--- config.mk ---
export PLATFORM = sky130hd
export DESIGN_NAME = mac_row_accumulator
export DESIGN_NICKNAME = d
export VERILOG_FILES = /design/src/rtl/mac_row_accumulator.sv
export SDC_FILE = /design/constraint.sdc
export NUM_CORES = 1
export LEC_CHECK = 0
export BUFFER_PORTS_ARGS = -buffer_cell sky130_fd_sc_hd__buf_2
export CORE_ASPECT_RATIO = 0.7
export CORE_MARGIN = 5
export CORE_UTILIZATION = 45
export CTS_BUF_LIST = sky130_fd_sc_hd__clkbuf_16
export DETAILED_ROUTE_END_ITERATION = 16
export PLACE_DENSITY = 0.59
export SLEW_MARGIN = 0
export SYNTH_ARGS = -nofsm -noshare
export SYNTH_HDL_FRONTEND = slang
export SYNTH_SLANG_ARGS = --single-unit
--- constraint.sdc ---
create_clock -name clk -period 3.55 [get_ports clk]
set_input_delay 0.5325 -clock clk [delete_from_list [all_inputs] [get_ports clk]]
set_output_delay 0.5325 -clock clk [all_outputs]
set_load 0.005 [all_outputs]
--- src/rtl/mac_row_accumulator.sv ---
`default_nettype none
// mac_row_accumulator: 4-lane unsigned-x * signed-coef MAC, ACC_LEN beats per row, N_ROWS rows per frame. Rev 1.0
// Optional macro MAC_RELU_EN: negative row results are clamped to 0 before they are presented.
module mac_row_accumulator #(
  parameter int ACC_LEN = 3,
  parameter int N_ROWS  = 3,
  parameter int ACC_W   = 20
) (
  input  logic                    clk,
  input  logic                    rst,
  input  logic                    start,
  input  logic                    in_valid,
  output logic                    in_ready,
  input  logic [7:0]              x0,
  input  logic [7:0]              x1,
  input  logic [7:0]              x2,
  input  logic [7:0]              x3,
  input  logic [7:0]              c0,
  input  logic [7:0]              c1,
  input  logic [7:0]              c2,
  input  logic [7:0]              c3,
  output logic [7:0]              acc_counter,
  output logic signed [ACC_W-1:0] result,
  output logic                    result_valid,
  input  logic                    result_ready,
  output logic                    frame_done,
  output logic                    busy
);

  localparam int CNT_W = 4;

  typedef enum logic [1:0] {
    S_IDLE = 2'd0,
    S_ACC  = 2'd1,
    S_HOLD = 2'd2
  } state_t;

  state_t                  state_q, state_d;
  logic signed [ACC_W-1:0] acc_q, acc_d;
  logic signed [17:0]      psum_q, psum_d;
  logic                    psum_vld_q, psum_vld_d;
  logic [CNT_W-1:0]        beat_cnt_q, beat_cnt_d;
  logic [CNT_W-1:0]        row_cnt_q, row_cnt_d;
  logic [7:0]              acc_counter_q, acc_counter_d;
  logic signed [ACC_W-1:0] result_q, result_d;
  logic                    result_valid_q, result_valid_d;
  logic                    frame_done_q, frame_done_d;

  logic                    in_ready_w;
  logic                    accept_w;
  logic signed [17:0]      mac_w;
  logic signed [ACC_W-1:0] row_sum_w;
  logic signed [ACC_W-1:0] row_out_w;

  // x is zero-extended so that 255 stays positive in the signed product.
  function automatic logic signed [17:0] lane(input logic [7:0] x, input logic [7:0] c);
    logic signed [17:0] sx;
    logic signed [17:0] sc;
    sx = {10'd0, x};
    sc = {{10{c[7]}}, c};
    return sx * sc;
  endfunction

  assign mac_w      = lane(x0, c0) + lane(x1, c1) + lane(x2, c2) + lane(x3, c3);
  assign in_ready_w = (state_q == S_ACC) && (beat_cnt_q < CNT_W'(ACC_LEN));
  assign accept_w   = in_valid && in_ready_w;
  assign row_sum_w  = acc_q + ACC_W'(psum_q);

`ifdef MAC_RELU_EN
  assign row_out_w = row_sum_w[ACC_W-1] ? '0 : row_sum_w;
`else
  assign row_out_w = row_sum_w;
`endif

  always_comb begin
    state_d        = state_q;
    acc_d          = acc_q;
    psum_d         = psum_q;
    psum_vld_d     = 1'b0;
    beat_cnt_d     = beat_cnt_q;
    row_cnt_d      = row_cnt_q;
    acc_counter_d  = acc_counter_q;
    result_d       = result_q;
    result_valid_d = result_valid_q;
    frame_done_d   = 1'b0;

    if (accept_w) begin
      psum_d     = mac_w;
      psum_vld_d = 1'b1;
    end

    case (state_q)
      S_IDLE: begin
        if (start) begin
          acc_d         = '0;
          beat_cnt_d    = '0;
          row_cnt_d     = '0;
          acc_counter_d = '0;
          state_d       = S_ACC;
        end
      end
      S_ACC: begin
        if (accept_w) begin
          beat_cnt_d    = beat_cnt_q + 1'b1;
          acc_counter_d = acc_counter_q + 8'd1;
        end
        // Accepts stop once beat_cnt reaches ACC_LEN, so a pending psum then is the row's last.
        if (psum_vld_q) begin
          if (beat_cnt_q == CNT_W'(ACC_LEN)) begin
            result_d       = row_out_w;
            result_valid_d = 1'b1;
            acc_d          = '0;
            beat_cnt_d     = '0;
            state_d        = S_HOLD;
          end else begin
            acc_d = row_sum_w;
          end
        end
      end
      S_HOLD: begin
        if (result_valid_q && result_ready) begin
          result_valid_d = 1'b0;
          row_cnt_d      = row_cnt_q + 1'b1;
          if (row_cnt_q == CNT_W'(N_ROWS - 1)) begin
            state_d      = S_IDLE;
            frame_done_d = 1'b1;
          end else begin
            state_d = S_ACC;
          end
        end
      end
      default: state_d = S_IDLE;
    endcase
  end

  always_ff @(posedge clk or negedge rst) begin
    if (!rst) begin
      state_q        <= S_IDLE;
      acc_q          <= '0;
      psum_q         <= '0;
      psum_vld_q     <= 1'b0;
      beat_cnt_q     <= '0;
      row_cnt_q      <= '0;
      acc_counter_q  <= '0;
      result_q       <= '0;
      result_valid_q <= 1'b0;
      frame_done_q   <= 1'b0;
    end else begin
      state_q        <= state_d;
      acc_q          <= acc_d;
      psum_q         <= psum_d;
      psum_vld_q     <= psum_vld_d;
      beat_cnt_q     <= beat_cnt_d;
      row_cnt_q      <= row_cnt_d;
      acc_counter_q  <= acc_counter_d;
      result_q       <= result_d;
      result_valid_q <= result_valid_d;
      frame_done_q   <= frame_done_d;
    end
  end

  assign in_ready     = in_ready_w;
  assign acc_counter  = acc_counter_q;
  assign result       = result_q;
  assign result_valid = result_valid_q;
  assign frame_done   = frame_done_q;
  assign busy         = (state_q != S_IDLE);

endmodule
`default_nettype wire

==> results.cfg <==
[routing]
ant_nets = 0
dr.pass1.iters = 5
vias = 10200
drt_iter0_markers = 622
routed_wl_mm = 33.0
routedWlPerCell_um = 15.7
via_per_inst = 4.85
drc = 0

[worst_hold_path]
hold_path_class = primary input to async pin

[place]
numPortBuffers = 100
dp_hpwl_mm = 28.6
dp_cells = 2077
place_congestion = 0.929
placed_area_um2 = 15700
pre_cts_ws_ns = -3.15

[floorplan]
boundaryPins = 101
die_area_um2 = 34100
start_util = 0.456
row_count = 53
die_h_um = 156
die_w_um = 219
coreArea_um2 = 30000

[final_layout]
fill_cells = 2723
area_growth_pct = 23.4
fin_area_um2 = 16900
fin_nets = 2153
n_antenna_cell = 0
multiInputGateArea_um2 = 11000
drive_gt1_frac = 0.238
stdcell_count = 2100
seqCellArea_um2 = 1980

[yosys]
ys_seq_elements = 79
syn-cell-area_um2 = 13700
ys_types = 62
synth_edf_count = 0
synth_top_area_frac = 0.336
async_reset_ff_frac = 1.00
synthCells = 1464
ys.flop_type = dfrtp_1
synth.largest_area_cell = fa_1
syn_area_per_cell_um2 = 9.36
yosysWarnings = 0
yosysSeqAreaShare = 0.144
syn-num-nets = 1933
synth_area_leaders = fa_1 (34%), ha_1 (16%), dfrtp_1 (14%), inv_1 (9.3%), and2_1 (6.8%)

[outcome]
violations = negative setup slack
status = finished, violations left

[sta]
setup_violations = 15
postLayoutSetupSlackWorst_ns = -2.63
final_hold_viol_count = 0
min_period_ns = 6.18
rsz0062_at_grt = true
timing.fmax_mhz = 162
finClkSkew_ns = 0.00744
report.final.slew_viol_count = 0
slew_headroom = 0.408
period_share = 1.74
fin_tns_setup_ns = -33.62
tightest_slew_ns = 0.887

[cts]
clkSinkCount = 79
cts_tree = built
clk_latency_ns = 0.33
clk_pin_slew_worst_paths_ns = 0.06
clk_path_buf_depth = 2
ctsRootBufferMaster = clkbuf_16
htreeDepth = 3
cts_inserted_buffers = 9

[setup_path]
worstSetupPathType = primary input to register
critPathCaptureType = register
arrival_ns = 6.38
start_kind = primary input
required_ns = 3.75
path_max_fanout = 8

[grt]
grt_max_degree = 69
grt_pass1_wl_mm = 54.5
grt_pass1_vias = 10400
grtUsageTotal = 0.197
antenna_found_initial = 0
grt_overflow = 0

[flow_run]
drv_cap = 0
-- metrics by stage --
stage               hold WS, ns  utilization
detailed placement        0.457        0.521
global placement          0.455        0.521
finish                    0.322        0.563
floorplan                 0.237            -
global route              0.398        0.563
CTS                       0.353        0.545
-- Yosys cell counts (2+ instances only) --
master,count
nand3_1,15
nand3b_1,2
or4_1,2
and3_1,3
a211oi_2,3
xnor2_1,28
fa_1,230
inv_1,340
nor3b_1,2
a22o_1,11
nor2b_1,18
a21oi_2,6
or3_1,2
clkbuf_1,14
nand2b_1,16
xor2_1,19
ha_1,170
o21a_1,2
buf_2,2
nand2_1,169
o31ai_1,7
a21oi_1,25
nor2_1,39
buf_1,2
nand4_1,4
o21ai_1,10
o21ai_0,37
a21o_1,15
dfrtp_1,79
and2_1,150
mux2_2,3
nor4_1,2
a31oi_1,8
-- repair_timing --
action | 4_1_cts | 5_1_grt
hold buffers | 0 | 0
resized for setup | 125 | 137
setup endpoints to repair | 16 | 16
buffers inserted | 3 | 6
pin swaps | 67 | 72
-- area by class of cell --
type                            instances  share of cell area
Timing Repair Buffer                  229               0.112
Clock buffer                            9              0.0133
Clock inverter                          6             0.00370
Multi-Input combinational cell       1025               0.649
Sequential cell                        79               0.117
Tap cell                              412              0.0305
Inverter                              340              0.0755
-- state kept, by name, summed over array words and instances (netlist names) --
name / cells
acc_q: 20
result: 20
psum_q: 18
acc_counter: 8
beat_cnt_q: 4
row_cnt_q: 4
state_q: 2
frame_done: 1
psum_vld_q: 1
result_valid: 1
-- kinds of logic after synthesis --
| family | Yosys count | share of synthesized area |
|---|---|---|
| compound gates | 142 | 0.0723 |
| simple gates | 432 | 0.159 |
| mux | 4 | 0.00320 |
| buf+inv | 360 | 0.0996 |
| fa+ha+maj | 400 | 0.491 |
| xor+xnor | 47 | 0.0300 |
| flops | 79 | 0.144 |
-- worst max-delay path, cell delays in order --
cell	delay, ns
buf_12	0.12
and2_4	0.16
fa_1	0.55
fa_1	0.44
fa_1	0.51
inv_2	0.04
fa_2	0.56
inv_2	0.04
fa_1	0.50
fa_2	0.58
fa_1	0.42
fa_1	0.50
ha_4	0.19
or4_4	0.53
a21oi_4	0.17
o31ai_4	0.11
a31oi_2	0.19
xor2_1	0.16
o21ai_1	0.07
-- placed cells by master, fill, tap and decap left out, types with 4 or more instances in the layout --
master / n
a21oi_2: 13
buf_8: 6
nand2_1: 157
xor2_1: 19
buf_4: 121
a31oi_1: 6
inv_1: 315
nand3_1: 14
fa_1: 213
and2_1: 122
ha_1: 147
a21oi_1: 16
xnor2_1: 26
o31ai_1: 6
nor2b_1: 14
a21o_1: 15
nand2_2: 9
dfrtp_1: 79
buf_6: 47
o21ai_0: 32
inv_2: 25
clkbuf_16: 9
nor2_1: 38
and2_4: 28
a22o_1: 11
nand2b_1: 14
o21ai_1: 12
fa_2: 17
nor2b_2: 4
buf_12: 5
buf_2: 47
nand4_1: 4
ha_4: 22
-- worst paths after layout --
check,startpoint,endpoint,slack (ns),cells after the start
max,x0[2],psum_q[14],-2.63,19
min,rst,result_valid,0.32,1
max reg2reg,acc_q[0],acc_q[14],0.86,9
min reg2reg,result[6],result[6],0.47,2
max in group asynchronous,rst,psum_q[14],2.48,2
min in group clk,result[6],result[6],0.47,2
-- per-layer routing --
layer	vias up	track usage	wire length [um]
met5	-	0	0
met4	0	0.0132	134
met3	10	0.0254	1420
met2	168	0.273	13600
met1	5083	0.338	17900
li1	4917	-	-
Power is left out: the tool's default activity adds up to more than one toggle a clock period on the data nets, which glitch-free logic cannot reach.
